### src/rtl/rgbw_fade_sequencer.sv
// Purpose: ramps four RGBW working duties toward a latched target set and commits them to the PWM block.
// Latency: target accepted -> LOAD (1 cycle) -> RAMP ticks every fade_div+1 cycles -> commit on next pwm_period_end.
// Backpressure: tgt_ready is low in LOAD/COMMIT; the producer holds tgt_valid and the target set until accepted.
//
// Ports:
//   clk12, reset                       clock, synchronous active-high reset
//   tgt_valid/tgt_ready, tgt_*         target set handshake and RGBW target duties
//   fade_step, fade_div                step per tick (0 = jump) and tick period minus one (sampled live)
//   pwm_period_end                     period-wrap pulse from the PWM generator; gates every commit
//   duty_*, duty_upd, busy             committed duties, 1-cycle update strobe, state != IDLE
module rgbw_fade_sequencer #(
  parameter int DUTY_W = 16,
  parameter int DIV_W  = 16,
  parameter int STEP_W = 8
) (
  input  logic              clk12,
  input  logic              reset,
  input  logic              tgt_valid,
  output logic              tgt_ready,
  input  logic [DUTY_W-1:0] tgt_red,
  input  logic [DUTY_W-1:0] tgt_green,
  input  logic [DUTY_W-1:0] tgt_blue,
  input  logic [DUTY_W-1:0] tgt_white,
  input  logic [STEP_W-1:0] fade_step,
  input  logic [DIV_W-1:0]  fade_div,
  input  logic              pwm_period_end,
  output logic [DUTY_W-1:0] duty_red,
  output logic [DUTY_W-1:0] duty_green,
  output logic [DUTY_W-1:0] duty_blue,
  output logic [DUTY_W-1:0] duty_white,
  output logic              duty_upd,
  output logic              busy
);

  typedef enum logic [1:0] {IDLE, LOAD, RAMP, COMMIT} state_t;

  state_t            state_q;
  logic [DIV_W-1:0]  presc_q;
  logic [DUTY_W-1:0] cur_q   [4];
  logic [DUTY_W-1:0] tgt_q   [4];
  logic [DUTY_W-1:0] tgt_in  [4];
  logic [DUTY_W-1:0] cur_nxt [4];
  logic              all_eq;

  assign tgt_in[0] = tgt_red;
  assign tgt_in[1] = tgt_green;
  assign tgt_in[2] = tgt_blue;
  assign tgt_in[3] = tgt_white;

  assign tgt_ready = (state_q == IDLE) || (state_q == RAMP);
  assign busy      = (state_q != IDLE);

  // One ramp step in DUTY_W+1 bits: when the remaining distance is within
  // one step we land exactly on the target, so the value can neither
  // overshoot nor wrap past 0 / all-ones.
  function automatic logic [DUTY_W-1:0] step_toward(
    input logic [DUTY_W-1:0] cur,
    input logic [DUTY_W-1:0] tgt,
    input logic [STEP_W-1:0] stp
  );
    logic [DUTY_W:0] c;
    logic [DUTY_W:0] t;
    logic [DUTY_W:0] s;
    logic [DUTY_W:0] diff;
    logic [DUTY_W:0] res;
    c = {1'b0, cur};
    t = {1'b0, tgt};
    s = (DUTY_W + 1)'(stp);
    diff = (t >= c) ? (t - c) : (c - t);
    if (diff <= s)   res = t;
    else if (t > c)  res = c + s;
    else             res = c - s;
    return res[DUTY_W-1:0];
  endfunction

  always_comb begin
    all_eq = 1'b1;
    for (int i = 0; i < 4; i++) begin
      cur_nxt[i] = step_toward(cur_q[i], tgt_q[i], fade_step);
      if (cur_q[i] != tgt_q[i]) all_eq = 1'b0;
    end
  end

  always_ff @(posedge clk12) begin
    if (reset) begin
      state_q    <= IDLE;
      presc_q    <= '0;
      duty_red   <= '0;
      duty_green <= '0;
      duty_blue  <= '0;
      duty_white <= '0;
      duty_upd   <= 1'b0;
      for (int i = 0; i < 4; i++) begin
        cur_q[i] <= '0;
        tgt_q[i] <= '0;
      end
    end else begin
      duty_upd <= 1'b0;
      case (state_q)
        IDLE: begin
          if (tgt_valid) begin
            for (int i = 0; i < 4; i++) tgt_q[i] <= tgt_in[i];
            state_q <= LOAD;
          end
        end
        LOAD: begin
          presc_q <= '0;
          if (all_eq) begin
            state_q <= IDLE;
          end else if (fade_step == '0) begin
            for (int i = 0; i < 4; i++) cur_q[i] <= tgt_q[i];
            state_q <= COMMIT;
          end else begin
            state_q <= RAMP;
          end
        end
        RAMP: begin
          // A new target set wins over a coincident tick; working values are
          // kept so the ramp continues from where it is.
          if (tgt_valid) begin
            for (int i = 0; i < 4; i++) tgt_q[i] <= tgt_in[i];
            state_q <= LOAD;
          end else if (presc_q >= fade_div) begin
            presc_q <= '0;
            for (int i = 0; i < 4; i++) cur_q[i] <= cur_nxt[i];
            state_q <= COMMIT;
          end else begin
            presc_q <= presc_q + DIV_W'(1);
          end
        end
        COMMIT: begin
          if (pwm_period_end) begin
            duty_red   <= cur_q[0];
            duty_green <= cur_q[1];
            duty_blue  <= cur_q[2];
            duty_white <= cur_q[3];
            duty_upd   <= 1'b1;
            presc_q    <= '0;
            state_q    <= all_eq ? IDLE : RAMP;
          end
        end
        default: state_q <= IDLE;
      endcase
    end
  end

endmodule

### config.mk
export PLATFORM = sky130hd
export DESIGN_NAME = rgbw_fade_sequencer
export DESIGN_NICKNAME = d
export VERILOG_FILES = /design/src/rtl/rgbw_fade_sequencer.sv
export SDC_FILE = /design/constraint.sdc
export NUM_CORES = 1
export LEC_CHECK = 0
export CORE_ASPECT_RATIO = 0.75
export CORE_MARGIN = 2
export CORE_UTILIZATION = 60
export DETAILED_ROUTE_END_ITERATION = 10
export DONT_BUFFER_PORTS = 1
export PLACE_DENSITY_LB_ADDON = 0.25
export SYNTH_ARGS = -nofsm -noshare
export SYNTH_HDL_FRONTEND = slang
export SYNTH_SLANG_ARGS = --single-unit
### constraint.sdc
create_clock -name clk12 -period 5.8 [get_ports clk12]
set_input_delay 1.45 -clock clk12 [delete_from_list [all_inputs] [get_ports clk12]]
set_output_delay 1.45 -clock clk12 [all_outputs]
set_load 0.05 [all_outputs]
=== After elaboration in Yosys (flattened, before gate mapping) ===
Memories as Yosys holds them, arrays and structs flattened.
Index checks and enable logic that the tools add are counted.

* Flip-flop bits (word level): 83
* Bits in writable memories: 128
* Memories: 2

* $lt $le $gt $ge: 13
* Mux-type cells: 64
* Bitwise logic cells: 17
* Add/subtract/negate cells: 17
* Equality and inequality tests: 11
* Reduce and logical (&&, ||, !) cells: 9

{| class="wikitable"
|+ Memories
! name !! depth !! width !! rd ports !! clocked after Yosys merged registers in !! write ports !! RTL line !! RTL
|-
| cur_q || 4 || 16 || 4 || 0 || 4 || 39 || <nowiki>logic [DUTY_W-1:0] cur_q [4];</nowiki>
|-
| tgt_q || 4 || 16 || 4 || 0 || 4 || 40 || <nowiki>logic [DUTY_W-1:0] tgt_q [4];</nowiki>
|}

{| class="wikitable"
|+ Operator list
! cell !! number
|-
| $mux W16 || 27
|-
| $sub A16 B16 Y17 || 8
|-
| $ge A16 B16 Y1 || 5
|-
| $le A17 B8 Y1 || 4
|-
| $mux W17 || 4
|-
| $add A16 B8 Y16 || 4
|-
| $gt A16 B16 Y1 || 4
|-
| $ne A16 B16 Y1 || 4
|-
| $sub A16 B8 Y16 || 4
|-
| $pmux W16 S3 || 1
|-
| $mux W1 || 25
|-
| $add A16 B1 Y16 const B || 1
|-
| $or A1 B1 Y1 || 16
|-
| $mux W2 || 6
|-
| $logic_not A8 Y1 || 1
|-
| $pmux W2 S4 || 1
|-
| $ne A2 B2 Y1 const B || 3
|-
| $reduce_and A3 Y1 || 2
|-
| $eq A2 B2 Y1 const B || 2
|-
| $ne A3 B2 Y1 const B || 1
|-
| $reduce_bool A3 Y1 || 1
|-
| $eq A2 B1 Y1 const B || 1
|-
| $logic_not A2 Y1 || 1
|-
| $reduce_and A2 Y1 || 1
|-
| 4 further kinds || 4
|}

=== Longest topological paths before layout ===
An unclocked memory read counts as a cell.

* Word-level depth: 12
* Gate-level depth with buffers: 28
* Depth with buffers taken out: 25

=== Worst setup path after synthesis ===
No wires, ideal clock.

* Kind: flip-flop to flip-flop
* From: mem cur_q[3][10]
* To: mem cur_q[3][10], data pin
* Required time: 5.544 ns
* Stages on the path, launching flop included: 28
* Setup time: 0.256 ns
* Data arrival time: 5.138 ns
* Path buffers: 4
* Slack: 0.406 ns
* Cell sequence: edfxtp_1 -> ha_1 -> a21o_1 -> a21o_1 -> a21oi_1 -> nor3b_1 -> a211o_1 -> buf_2 -> nand2_1 -> buf_1 -> a221o_1 -> a221o_1 -> a21boi_0 -> xnor2_1 -> ha_1 -> nand2_1 -> o21ai_0 -> a21oi_1 -> a21boi_0 -> a31oi_1 -> o211ai_1 -> a211oi_1 -> o211a_1 -> nand4_1 -> and2_1 -> buf_2 -> buf_2 -> a22o_1

{| class="wikitable"
|+ RTL lines
! element !! RTL line
|-
| start, declared || 39
|}

==> out/metrics.cfg <==
[floorplanning]
dieWidth_um=209
core_um2=31300
start_util_pct=60.8
die_h_um=158
rows=56
die_area_um2=33100
ioPinCount=159

[cts]
cts-root-buf=clkbuf_16
cts-buffers-inserted=23
path_clk_slew_ps=60
cts_max_level=1
cts_num_sinks=211
clk_path_buf_depth=3
clk_latency_ps=540
cts_tree=done

[power_and_ir_drop]
p_leak_nw=8.65
power.total_mw=5.03
power_density_nw_per_um2=247
ir_drop_mv=0.227

[grt]
grt_overflow=0
grt_usage_pct=31.9
grt_max_degree=96
grt_pass1_vias=15400
antenna_found_initial=0
grt_pass1_wl_mm=83.7

[final_layout]
multi_input_area_um2=12400
layout-drive-gt1-share_pct=6.95
fill_cells=2694
final_nets=2571
layout-area-overhead-vs-synth_pct=7.12
seqCellArea_um2=5510
num_antenna_cells=0

[worst_setup_path]
crit_path_max_fanout=16
start_kind=register
crit_type=register to register
crit_arrival_ps=5930
crit_required_ps=6090
cp-end-kind=register

[flow_run]
drv_cap=0

[logic_synthesis]
synth_edf_count=128
syn-cell-area_um2=19000
syn_nets=2588
synthFlopType=edfxtp_1
async_flop_share_pct=0
synth_cells=2245
synth-seq-area-share_pct=29.0
yosysWarnings=0
ys_ff_latch=211
ys_types=87
syn_area_per_cell_um2=8.46

[detailed_routing]
avgRoutedWirePerCell_um=20.6
routed_wl_mm=54.6
vias_per_cell=6.24
via_count=16500
ant_nets=0
drt-initial-drc-count=1486
drc=0
dr.pass1.iters=5

[timing]
worstMarginPinSlew_ps=1090
holdWs_ps=507
period_needed_ps=5640
hold_viol=0
setup_viol=0
maxSlewViolCount=0
skew_ps=9.37
fmax_mhz=177
max-slew-margin-rel_pct=27.5
finalCritPeriodShare_pct=97.2

[placed_design]
gp_congestion=0.932
dpl.hpwl_mm=41.3
port_buffers=0

[status]
status=completed

[min_path]
holdCritPathClass=register to register

critical path, stage by stage (launching register included):
cell      delay, ps
edfxtp_1        460
ha_4            340
and2_2          200
o211ai_1        130
a21o_1          220
a211o_1         300
a211o_1         320
nand2_1         130
o21ai_0          90
a221o_1         300
a221o_1         330
a21boi_1        180
xnor2_1         100
ha_1            280
nand2_1          60
o21ai_0         180
a21oi_1          80
a21boi_0        450
a31oi_1          90
o211ai_1        120
a211oi_1         70
o211a_1         220
nand4_1         220
o21ai_4         100
buf_12          170
a22o_1          240
area by class of cell:
| cell class | count | area share (%) |
|---|---|---|
| clock buffer | 32 | 3.25 |
| clock inverter | 9 | 0.313 |
| tap | 406 | 2.50 |
| multi-input combinational | 1727 | 60.9 |
| sequential | 211 | 27.0 |
| inverter | 208 | 3.84 |
| timing repair buffer | 57 | 2.16 |
sequential cells by signal, summed over array words and instances (netlist names), 2 cells and up:
signal and flops:
cur_q 64, duty_blue 16, duty_green 16, duty_red 16, duty_white 16, presc_q 16
state_q 2, tgt_q 64
per-stage QoR:
step / util, % / setup slack (ps) / instance area, µm² / setup TNS (ps) / cells
after floorplan: - / 406 / 19000 / 0 / 2245
after global placement: 62.3 / 43.8 / 19500 / 0 / 2601
after detailed placement: 62.3 / -122 / 19500 / -1810 / 2601
after CTS: 64.7 / 18.8 / 20200 / 0 / 2642
after global routing: 65.1 / -14.1 / 20400 / -21.6 / 2650
final: 65.1 / 160 / 20400 / 0 / 2650
layer usage:
metal	vias to the layer above	global-route usage [%]	routed length, µm
met3	101	3.93	4410
met1	7863	46.2	24700
met4	0	9.52	1740
met2	648	50.2	23700
li1	7922	-	-
met5	-	0	0
power by group:
| group | switching, mW | internal (mW) |
|---|---|---|
| Combinational | 1.08 | 0.773 |
| Sequential | 0.0829 | 1.65 |
| Clock | 0.640 | 0.804 |
| Total | 1.80 | 3.23 |
path summary, 6_finish.rpt:
check	slack, ps	cells past startpoint	end	from
setup reg to reg	160	25	cur_q[3][9]$_DFFE_PP_	cur_q[3][4]$_DFFE_PP_
hold / removal	510	2	presc_q[15]$_SDFFE_PP0P_	presc_q[15]$_SDFFE_PP0P_
setup / recovery	160	25	cur_q[3][9]$_DFFE_PP_	cur_q[3][4]$_DFFE_PP_
hold reg to reg	510	2	presc_q[15]$_SDFFE_PP0P_	presc_q[15]$_SDFFE_PP0P_
cells in the final DEF (no fill, tap or decap), types with 70 or more instances in the layout:
| master | count |
|---|---|
| a21oi_1 | 231 |
| and2_1 | 70 |
| dfxtp_1 | 83 |
| edfxtp_1 | 128 |
| ha_1 | 235 |
| inv_1 | 204 |
| nand2_1 | 265 |
| nor2_1 | 102 |
| o21ai_0 | 83 |
| xnor2_1 | 86 |
logic make-up (layout without fill, tap and decap cells):
| group | after synthesis | count (layout) | share of synthesized area (%) |
|---|---|---|---|
| AOI/OAI and AO/OA | 616 | 616 | 21.3 |
| buffers and inverters | 308 | 306 | 6.40 |
| DFF | 211 | 211 | 29.0 |
| xor gates and xnor gates | 123 | 123 | 5.67 |
| adders and majority gates | 251 | 251 | 17.0 |
| muxes | 56 | 56 | 3.02 |
| and+or+nand+nor | 680 | 681 | 17.6 |
cell usage after synthesis, types with 6 or more instances:
library cell	count	area (µm²)
nand2_1	265	995
ha_1	239	2990
a21oi_1	232	1160
inv_1	204	766
edfxtp_1	128	3840
nor2_1	103	387
xnor2_1	87	762
o21ai_0	84	420
dfxtp_1	83	1660
and2_1	71	444
clkbuf_1	71	267
a21o_1	54	405
nand3_1	49	245
mux2i_1	48	480
nor3_1	37	185
xor2_1	36	315
o21a_1	30	225
o21bai_1	29	218
nor2b_1	26	163
and3_1	24	150
nand2b_1	23	144
nand4_1	22	138
a32o_1	20	200
a22o_1	19	166
a31oi_1	17	106
a211oi_1	16	120
buf_2	16	80.1
or3b_2	15	131
o2bb2ai_1	13	114
fa_1	12	240
or3_1	12	75.1
o211ai_1	10	75.1
o31ai_1	10	75.1
nand3b_1	9	67.6
a21boi_0	8	60.1
mux2_2	7	78.8
buf_1	6	22.5
o221ai_1	6	52.6
o41a_1	6	67.6
or2_2	6	37.5
repair_timing:
action	CTS	global route
gates cloned	0	1
buffers inserted	0	7
resized for setup	2	17
setup endpoints to repair	16	34
pin swaps	0	3
hold buffers	0	0
Note: power is estimated with default switching activity, not from simulation.
